--- src/rtl/uart_pkg.sv ---
// Shared UART definitions: FSM state encoding, line levels and parity helper.
// Used by both the transmitter and the receiver.
package uart_pkg;

  typedef enum logic [2:0] {
    IDLE   = 3'd0,
    START  = 3'd1,
    DATA   = 3'd2,
    PARITY = 3'd3,
    STOP   = 3'd4
  } uart_state_e;

  localparam logic PAR_EVEN  = 1'b0;
  localparam logic PAR_ODD   = 1'b1;
  localparam logic START_BIT = 1'b0;
  localparam logic STOP_BIT  = 1'b1;

  // Parity bit from the XOR-reduction of the data word and the parity type.
  function automatic logic parity_bit(input logic xor_all, input logic par_typ);
    return (par_typ == PAR_ODD) ? ~xor_all : xor_all;
  endfunction

endpackage

--- src/rtl/uart_bit_timer.sv ---
// Bit-period timer: counts 0..P-1 while enabled and flags the last cycle of each bit.
// A prescale of 0 behaves as 1 so the timer never stalls.
module uart_bit_timer #(
  parameter int PRESCALE_WIDTH = 6
) (
  input  logic                      clk,
  input  logic                      rst,
  input  logic                      en,
  input  logic [PRESCALE_WIDTH-1:0] prescale,
  output logic                      bit_done
);

  localparam logic [PRESCALE_WIDTH-1:0] ONE  = PRESCALE_WIDTH'(1);
  localparam logic [PRESCALE_WIDTH-1:0] ZERO = PRESCALE_WIDTH'(0);

  logic [PRESCALE_WIDTH-1:0] cnt_r;
  logic [PRESCALE_WIDTH-1:0] last_s;

  // Terminal count decode; bit_done is a pure decode of the counter register.
  always_comb begin
    last_s   = ZERO;
    bit_done = 1'b0;
    if (prescale == ZERO) begin
      last_s = ZERO;
    end else begin
      last_s = prescale - ONE;
    end
    if (en && (cnt_r == last_s)) begin
      bit_done = 1'b1;
    end else begin
      bit_done = 1'b0;
    end
  end

  // Cycle counter, held at zero while disabled so every bit starts aligned.
  always_ff @(posedge clk) begin
    if (rst) begin
      cnt_r <= ZERO;
    end else if (!en) begin
      cnt_r <= ZERO;
    end else if (cnt_r == last_s) begin
      cnt_r <= ZERO;
    end else begin
      cnt_r <= cnt_r + ONE;
    end
  end

endmodule

--- src/rtl/uart_tx.sv ---
// UART transmitter: start bit, LSB-first data, optional parity, stop bit,
// each held for Prescale clock cycles. TX_OUT and Busy are registered.
module uart_tx
  import uart_pkg::*;
#(
  parameter int DATA_WIDTH     = 8,
  parameter int PRESCALE_WIDTH = 6
) (
  input  logic                      clk,
  input  logic                      rst,
  input  logic [DATA_WIDTH-1:0]     P_DATA,
  input  logic                      Data_Valid,
  input  logic                      Par_En,
  input  logic                      Par_Typ,
  input  logic [PRESCALE_WIDTH-1:0] Prescale,
  output logic                      TX_OUT,
  output logic                      Busy
);

  localparam int IDX_W = (DATA_WIDTH > 1) ? $clog2(DATA_WIDTH) : 1;
  localparam logic [IDX_W-1:0] IDX_LAST = IDX_W'(DATA_WIDTH - 1);
  localparam logic [IDX_W-1:0] IDX_ONE  = IDX_W'(1);

  uart_state_e               state_r;
  logic [DATA_WIDTH-1:0]     data_r;
  logic                      par_en_r;
  logic                      par_bit_r;
  logic [PRESCALE_WIDTH-1:0] prescale_r;
  logic [IDX_W-1:0]          idx_r;
  logic [IDX_W-1:0]          idx_next_s;
  logic                      timer_en_s;
  logic                      bit_done_s;

  // Timer runs for the whole frame; next data index for the shift-out.
  always_comb begin
    timer_en_s = 1'b0;
    idx_next_s = idx_r + IDX_ONE;
    if (state_r != IDLE) begin
      timer_en_s = 1'b1;
    end else begin
      timer_en_s = 1'b0;
    end
  end

  uart_bit_timer #(
    .PRESCALE_WIDTH(PRESCALE_WIDTH)
  ) u_bit_timer (
    .clk      (clk),
    .rst      (rst),
    .en       (timer_en_s),
    .prescale (prescale_r),
    .bit_done (bit_done_s)
  );

  // Frame FSM; the line level for the next bit is loaded at each bit boundary.
  always_ff @(posedge clk) begin
    if (rst) begin
      state_r    <= IDLE;
      data_r     <= '0;
      par_en_r   <= 1'b0;
      par_bit_r  <= 1'b0;
      prescale_r <= '0;
      idx_r      <= '0;
      TX_OUT     <= STOP_BIT;
      Busy       <= 1'b0;
    end else begin
      case (state_r)
        IDLE: begin
          if (Data_Valid) begin
            data_r     <= P_DATA;
            par_en_r   <= Par_En;
            par_bit_r  <= parity_bit(^P_DATA, Par_Typ);
            prescale_r <= Prescale;
            idx_r      <= '0;
            state_r    <= START;
            TX_OUT     <= START_BIT;
            Busy       <= 1'b1;
          end
        end
        START: begin
          if (bit_done_s) begin
            state_r <= DATA;
            idx_r   <= '0;
            TX_OUT  <= data_r[0];
          end
        end
        DATA: begin
          if (bit_done_s) begin
            if (idx_r == IDX_LAST) begin
              if (par_en_r) begin
                state_r <= PARITY;
                TX_OUT  <= par_bit_r;
              end else begin
                state_r <= STOP;
                TX_OUT  <= STOP_BIT;
              end
            end else begin
              idx_r  <= idx_next_s;
              TX_OUT <= data_r[idx_next_s];
            end
          end
        end
        PARITY: begin
          if (bit_done_s) begin
            state_r <= STOP;
            TX_OUT  <= STOP_BIT;
          end
        end
        STOP: begin
          if (bit_done_s) begin
            state_r <= IDLE;
            TX_OUT  <= STOP_BIT;
            Busy    <= 1'b0;
          end
        end
        default: begin
          state_r <= IDLE;
          TX_OUT  <= STOP_BIT;
          Busy    <= 1'b0;
        end
      endcase
    end
  end

endmodule
--- config.mk ---
export PLATFORM = sky130hd
export DESIGN_NAME = uart_tx
export DESIGN_NICKNAME = d
export VERILOG_FILES = /design/src/rtl/uart_pkg.sv /design/src/rtl/uart_bit_timer.sv /design/src/rtl/uart_tx.sv
export SDC_FILE = /design/constraint.sdc
export NUM_CORES = 1
export LEC_CHECK = 0
export ABC_AREA = 1
export CORE_ASPECT_RATIO = 1.75
export CORE_MARGIN = 10
export CORE_UTILIZATION = 59
export DETAILED_ROUTE_END_ITERATION = 8
export GPL_TIMING_DRIVEN = 0
export PLACE_DENSITY = 0.92
export SYNTH_ARGS = -nofsm -noshare
export SYNTH_HDL_FRONTEND = slang
export SYNTH_SLANG_ARGS = --single-unit
--- constraint.sdc ---
create_clock -name clk -period 4 [get_ports clk]
set_clock_uncertainty 0.1 [all_clocks]
set_input_delay 0.8 -clock clk [delete_from_list [all_inputs] [get_ports clk]]
set_output_delay 0.8 -clock clk [all_outputs]
set_load 0.005 [all_outputs]
---- Word level (Yosys, flattened, before mapping) ----
Index checks and enable logic that the tools add are counted.
word-level totals
  word-level logic and storage cells ...... 72
  register bits ........................... 30
  output and inout bits ................... 2
cells by class
  $add $sub $neg .......................... 3
  multiplexer cells ....................... 28
  reductions and logical operators ........ 14
  $lt $le $gt $ge ......................... 1
  eq/ne operators ......................... 14
  bitwise gates (word level) .............. 3
operator list
  cell                                                        count
  2-to-1 mux 3 bit                                            10
  one-hot mux 3 bit (5 select lines)                          1
  inequality test 2 bit, second input constant                7
  2-to-1 mux 1 bit                                            12
  one-hot mux 3 bit (3 select lines)                          1
  XOR reduction 8 bit                                         1
  adder 6 x 1 -> 6 bit, second input constant                 1
  equality test 3 x 2 -> 1 bit, second input constant         2
  equality test 3 bit, second input constant                  2
  equality test 6 bit                                         1
  zero test 6 bit                                             1
  2-to-1 mux 6 bit                                            1
  AND reduction 6 bit                                         1
  nonzero test 3 bit                                          2
  OR reduction 3 bit                                          2
  subtractor 6 x 1 -> 6 bit, second input constant            1
  AND reduction 5 bit                                         1
  less-than comparator 3 x 4 -> 1 bit, second input constant  1
  one-hot mux 1 bit (4 select lines)                          1
  AND reduction 4 bit                                         1
  adder 3 x 1 -> 3 bit, second input constant                 1
  binary-select mux 1 bit (select 3 bit)                      1
  equality test 3 x 1 -> 1 bit, second input constant         1
  zero test 3 bit                                             1
  7 further kinds                                             9

---- Logic depth before layout (Yosys ltp) ----
  word-level depth ........................ 7
  depth in mapped cells ................... 14
  depth with buffers taken out ............ 14

---- Hierarchy ----
A second synthesis with hierarchy kept.
second synthesis, totals
  cell total of the unflattened synthesis .. 280
  area total of the unflattened synthesis .. 1774.2 µm²
by module, submodules not included
  module          sequential area each (µm²)  times used  area each (µm²)  cells an instance
  uart_tx         480.5                       1           1272.5           192
  uart_bit_timer  120.1                       1           501.7            88

---- Least setup slack after synthesis ----
OpenSTA, ideal clock, no wires.
  kind .................................... register to register
  start point ............................. register prescale_r[0]
  end point ............................... register idx_r[0]
  arrival ................................. 1.612 ns
  cell stages (with the launch flop) ...... 13
  setup time .............................. 0.115 ns
  period minus slack after synthesis ...... 1.827 ns
  setup slack ............................. 2.173 ns
  required time ........................... 3.785 ns
  cells stage by stage .................... dfxtp_1 > clkinv_1 > ha_1 > xor2_1 > nand2_1 > nand2_1 > nand3_1 > nor2_1 > nand2_2 > nand2_2 > o211ai_1 > nand2_1 > nor2_1
between the ends
  cells in the longest elaborated chain, start to end .. 7
  elaborated cells on any way between the ends .. 9
  those cells by class .................... add/sub: 1; eq/ne: 3; mux: 2; reduce/logical: 3
ends and longest elaborated chain
  what                                                          RTL line                                    RTL
  from (decl)                                                   uart_tx.sv:28                               logic [PRESCALE_WIDTH-1:0] prescale_r;
  from (signal assigned)                                        uart_tx.sv:73                               prescale_r <= Prescale;
  subtractor 6 x 1 -> 6 bit or zero test 6 bit (tied branches)  uart_bit_timer.sv:26, uart_bit_timer.sv:23
  2-to-1 mux 6 bit *                                            uart_bit_timer.sv:23                        if (prescale == ZERO) begin
  equality test 6 bit *                                         uart_bit_timer.sv:28                        if (en && (cnt_r == last_s)) begin
  logical AND 1 bit *                                           uart_bit_timer.sv:28
  2-to-1 mux 1 bit *                                            uart_bit_timer.sv:28
  inequality test 2 bit (no source line)                        -
  AND reduction 5 bit (no source line) *                        -
  to (signal assigned)                                          uart_tx.sv:98                               idx_r <= idx_next_s;
  to (decl)                                                     uart_tx.sv:29                               logic [IDX_W-1:0] idx_r;
Every way passes the cells marked *; elsewhere a longest branch is shown, timed or not.
A chain may end at the register's enable or synchronous reset.

---- Final worst setup path ----
  start point ............................. register prescale_r[0]
  end point ............................... register state_r[0]
between the ends
  cells in the longest elaborated chain, start to end .. 7
  elaborated cells on any way between the ends .. 11
  those cells by class .................... add/sub: 1; eq/ne: 5; mux: 2; reduce/logical: 3
ends and longest elaborated chain
  what                                                          RTL line                                    RTL
  subtractor 6 x 1 -> 6 bit or zero test 6 bit (tied branches)  uart_bit_timer.sv:26, uart_bit_timer.sv:23
  2-to-1 mux 6 bit *                                            uart_bit_timer.sv:23
  equality test 6 bit *                                         uart_bit_timer.sv:28
  logical AND 1 bit *                                           uart_bit_timer.sv:28
  2-to-1 mux 1 bit *                                            uart_bit_timer.sv:28
  inequality test 2 bit (no source line)                        -
  AND reduction 6 bit (no source line) *                        -
  to (signal assigned)                                          uart_tx.sv:58                               state_r <= IDLE;
  to (signal assigned)                                          uart_tx.sv:75                               state_r <= START;
  to (signal assigned)                                          uart_tx.sv:82                               state_r <= DATA;
  to (decl)                                                     uart_tx.sv:24                               uart_state_e state_r;
Marked as above.

==> summary.txt <==
Run status
  • Status: completed

Logic synthesis
  • Mapped cell area: between 0.0015 and 0.002 mm2
  • Dominant synthesized flop cell: dfxtp_1
  • Ys async rst share: 0%
  • Post-Synthesis Cells: approximately 240
  • Synth cell types: 24
  • Synth top area share: 35.9%
  • Number of synthesized flops with an enable pin: 0
  • Post-synth top cells: nand2_1, dfxtp_1, inv_1
  • Mapped Nets: 265
  • Mapped Avg Cell Area: ~6.9 um2
  • Dominant cell type by area after synthesis: dfxtp_1
  • FF+latch count, synth: 30
  • Sequential element share of the synthesized area: between 30% and 40%
  • YS warnings: 0
  • Synth top area cells: dfxtp_1, nand2_1, a21oi_1
  • Most numerous cell in the Yosys netlist: nand2_1

Critical path
  • Worst-path fanout max: 8
  • WP data arrival: roughly 2.2 ns
  • CP Launch Type: flop
  • Worst reg2reg setup slack: ~1.9 ns
  • WS Path Type: reg2reg
  • Critical Path RT: roughly 4.1 ns
  • Crit path from: prescale_r[0]$_SDFFE_PP0P_
  • Reg-to-reg startpoint: prescale_r[0]$_SDFFE_PP0P_
  • Crit end category: flop
  • Worst Reg-to-Reg Cells: 12
  • RR Endpoint: state_r[0]$_SDFFE_PP0P_

Finish
  • Synth-to-Final Area Change: 18.3%
  • Nets: between 200 and 300
  • Fin cells: 295
  • Diode count: 0
  • Share of cells above drive strength 1: ~6.7%
  • Design Area, Final: 0.00198 mm2

Hold path
  • HP Class: reg2reg
  • Hold path startpoint: data_r[1]$_SDFFE_PP0P_
  • Hold path depth: 2
  • Hold Path Sink: data_r[1]$_SDFFE_PP0P_

STA
  • Final setup fails: 0
  • Hold Fails Final Rpt: 0
  • Fin crit share: ~53%
  • Final WS setup: ~1.9 ns
  • RSZ-0062 raised after global routing: false
  • Final slew viol count: 0
  • Hold Slack: 0.361 ns
  • Worst slew pin tran: about 0.46 ns
  • Setup TNS: 0 ns
  • Relative max-transition margin: around 69%
  • FMAX: around 480 MHz
  • Final Critical Period: between 2 and 2.5 ns

Global route
  • Initial antenna violation count: 0
  • Number of global-route vias before repair: around 1600
  • Gr usage total: between 15 and 20%
  • First-pass GRT wire length: 6570 um
  • Largest net degree at the start of global routing: 11
  • Grt total ovfl: 0

Route
  • First drt pass iteration count: 4
  • Routed wire length: between 3000 and 4000 um
  • Vias per inst: ~5.6
  • DRC: 0
  • Via count: 1643
  • Post-route ant nets: 0
  • Initial drt markers: 39
  • Mean routed wirelength per cell: approximately 13 um

Place
  • Final GP Congestion: 0.874
  • Detail Placement HPWL: approximately 3000 um
  • I/O Buffers: 18
  • Placement Setup Slack: roughly 1.7 ns
  • Area post-placement: between 0.0015 and 0.002 mm2
  • DP Cell Count: ~290

Die
  • Die height: ~90 um
  • Initial core utilization: a little over 60%
  • Die outline width: 60.3 um
  • Row cnt: 25
  • Die ar.: roughly 0.0054 mm2
  • Core Region: between 0.002 and 0.003 mm2
  • I/O pins: 21

CTS
  • CTS HTree Levels: 2
  • # hold bufs at CTS: 0
  • Clock latency on the worst-skew pair: between 0.2 and 0.3 ns
  • Num Clock Sinks: 30
  • Total clock buffers created by CTS: 5
  • Clock root cell: clkbuf_8
  • Post-CTS Resized: 0
  • Post-CTS Setup Bufs: 0
  • CTS clk-pin slew, worst paths: around 0.07 ns
  • TritonCTS clock tree: done
  • Clock tree buffer depth: 2

Job
  • Number of max-cap violations: 0

Power
  • LEAKAGE: 0.000840 uW
  • Power per Cell Area: a little over 700 mW/mm2
  • VDD IR max: approximately 0.00046 V
-- worst max-delay path by stage --
| stage | endpoint | slack [ns] | depth (start not counted) |
|---|---|---|---|
| CTS | state_r[0]$_SDFFE_PP0P_ | 1.90 | 12 |
| floorplan | idx_r[0]$_SDFFE_PP0P_ | 2.17 | 12 |
| detailed placement | par_bit_r$_SDFFE_PP0P_ | 1.73 | 7 |
| global route | u_bit_timer.cnt_r[2]$_SDFF_PP0_ | 1.67 | 11 |
| global placement | par_bit_r$_SDFFE_PP0P_ | 1.77 | 7 |
| finish | state_r[0]$_SDFFE_PP0P_ | 1.90 | 12 |
-- critical path, stage by stage, from the launching register on --
cell and delay (ns):
dfxtp_1 0.31, clkinv_1 0.19, ha_1 0.36, xor2_1 0.20, nand2_1 0.07, nand2_1 0.05, nand3_1 0.06, nor2_1 0.13
nand2_2 0.14, nand2_4 0.11, nand3_2 0.09, nor2_1 0.11, nor2_1 0.06
-- layer usage --
layer  part of all wire [%]  track usage, %  wire [um]  vias up
met5                      0               0          0        -
met4                    2.3            7.89         91        0
met3                    4.3            5.21        169        9
met2                     57            27.4       2240       34
met1                     37            13.9       1450      759
li1                       -               -          -      841
-- power by group --
part           total, uW  internal (uW)  leakage, uW  switching (uW)
Sequential           452            385     0.000247            67.5
Combinational        716            276     0.000545             440
Clock                256            139    0.0000482             118
Total               1420            799     0.000840             625
-- stage by stage --
step | utilization, % | total power (uW)
global placement | 69.3 | 1140
floorplan | - | 1010
global route | 72.7 | 1550
detailed placement | 69.3 | 1170
finish | 72.7 | 1420
CTS | 72.7 | 1430
-- logic make-up after synthesis --
group	share of synthesized area [%]
fa+ha+maj	2.99
compound gates	15.3
buf+inv	8.60
xor+xnor	5.76
flops	35.9
simple gates	31.5
-- cell type report --
type / count / area [um2]
Clock inverter: 1 / 5.00
Buffer: 5 / 20.0
Tap cell: 27 / 33.8
Sequential cell: 30 / 601
Multi-Input combinational cell: 174 / 928
Inverter: 33 / 124
Clock buffer: 7 / 86.3
Timing Repair Buffer: 18 / 180
Fill cell: 213 / 743
-- sequential cells by signal (all words and copies together), names as in the netlist --
name               cells
par_bit_r              1
Busy                   1
state_r                3
TX_OUT                 1
par_en_r               1
prescale_r             6
u_bit_timer.cnt_r      6
data_r                 8
idx_r                  3
-- cell usage in the layout, fill, tap and decap left out, types with 4 or more instances in the layout --
cell and n:
nand2_1 42, dfxtp_1 30, inv_1 30, nor2_1 28, a21oi_1 28, nand3_1 22
clkdlybuf4s50_1 18, o21ai_0 17, xnor2_1 6, nand4_1 6, clkbuf_8 6, clkbuf_1 5
xor2_1 5, o211ai_1 4, ha_1 4
Power figures use the tool's default switching activity.
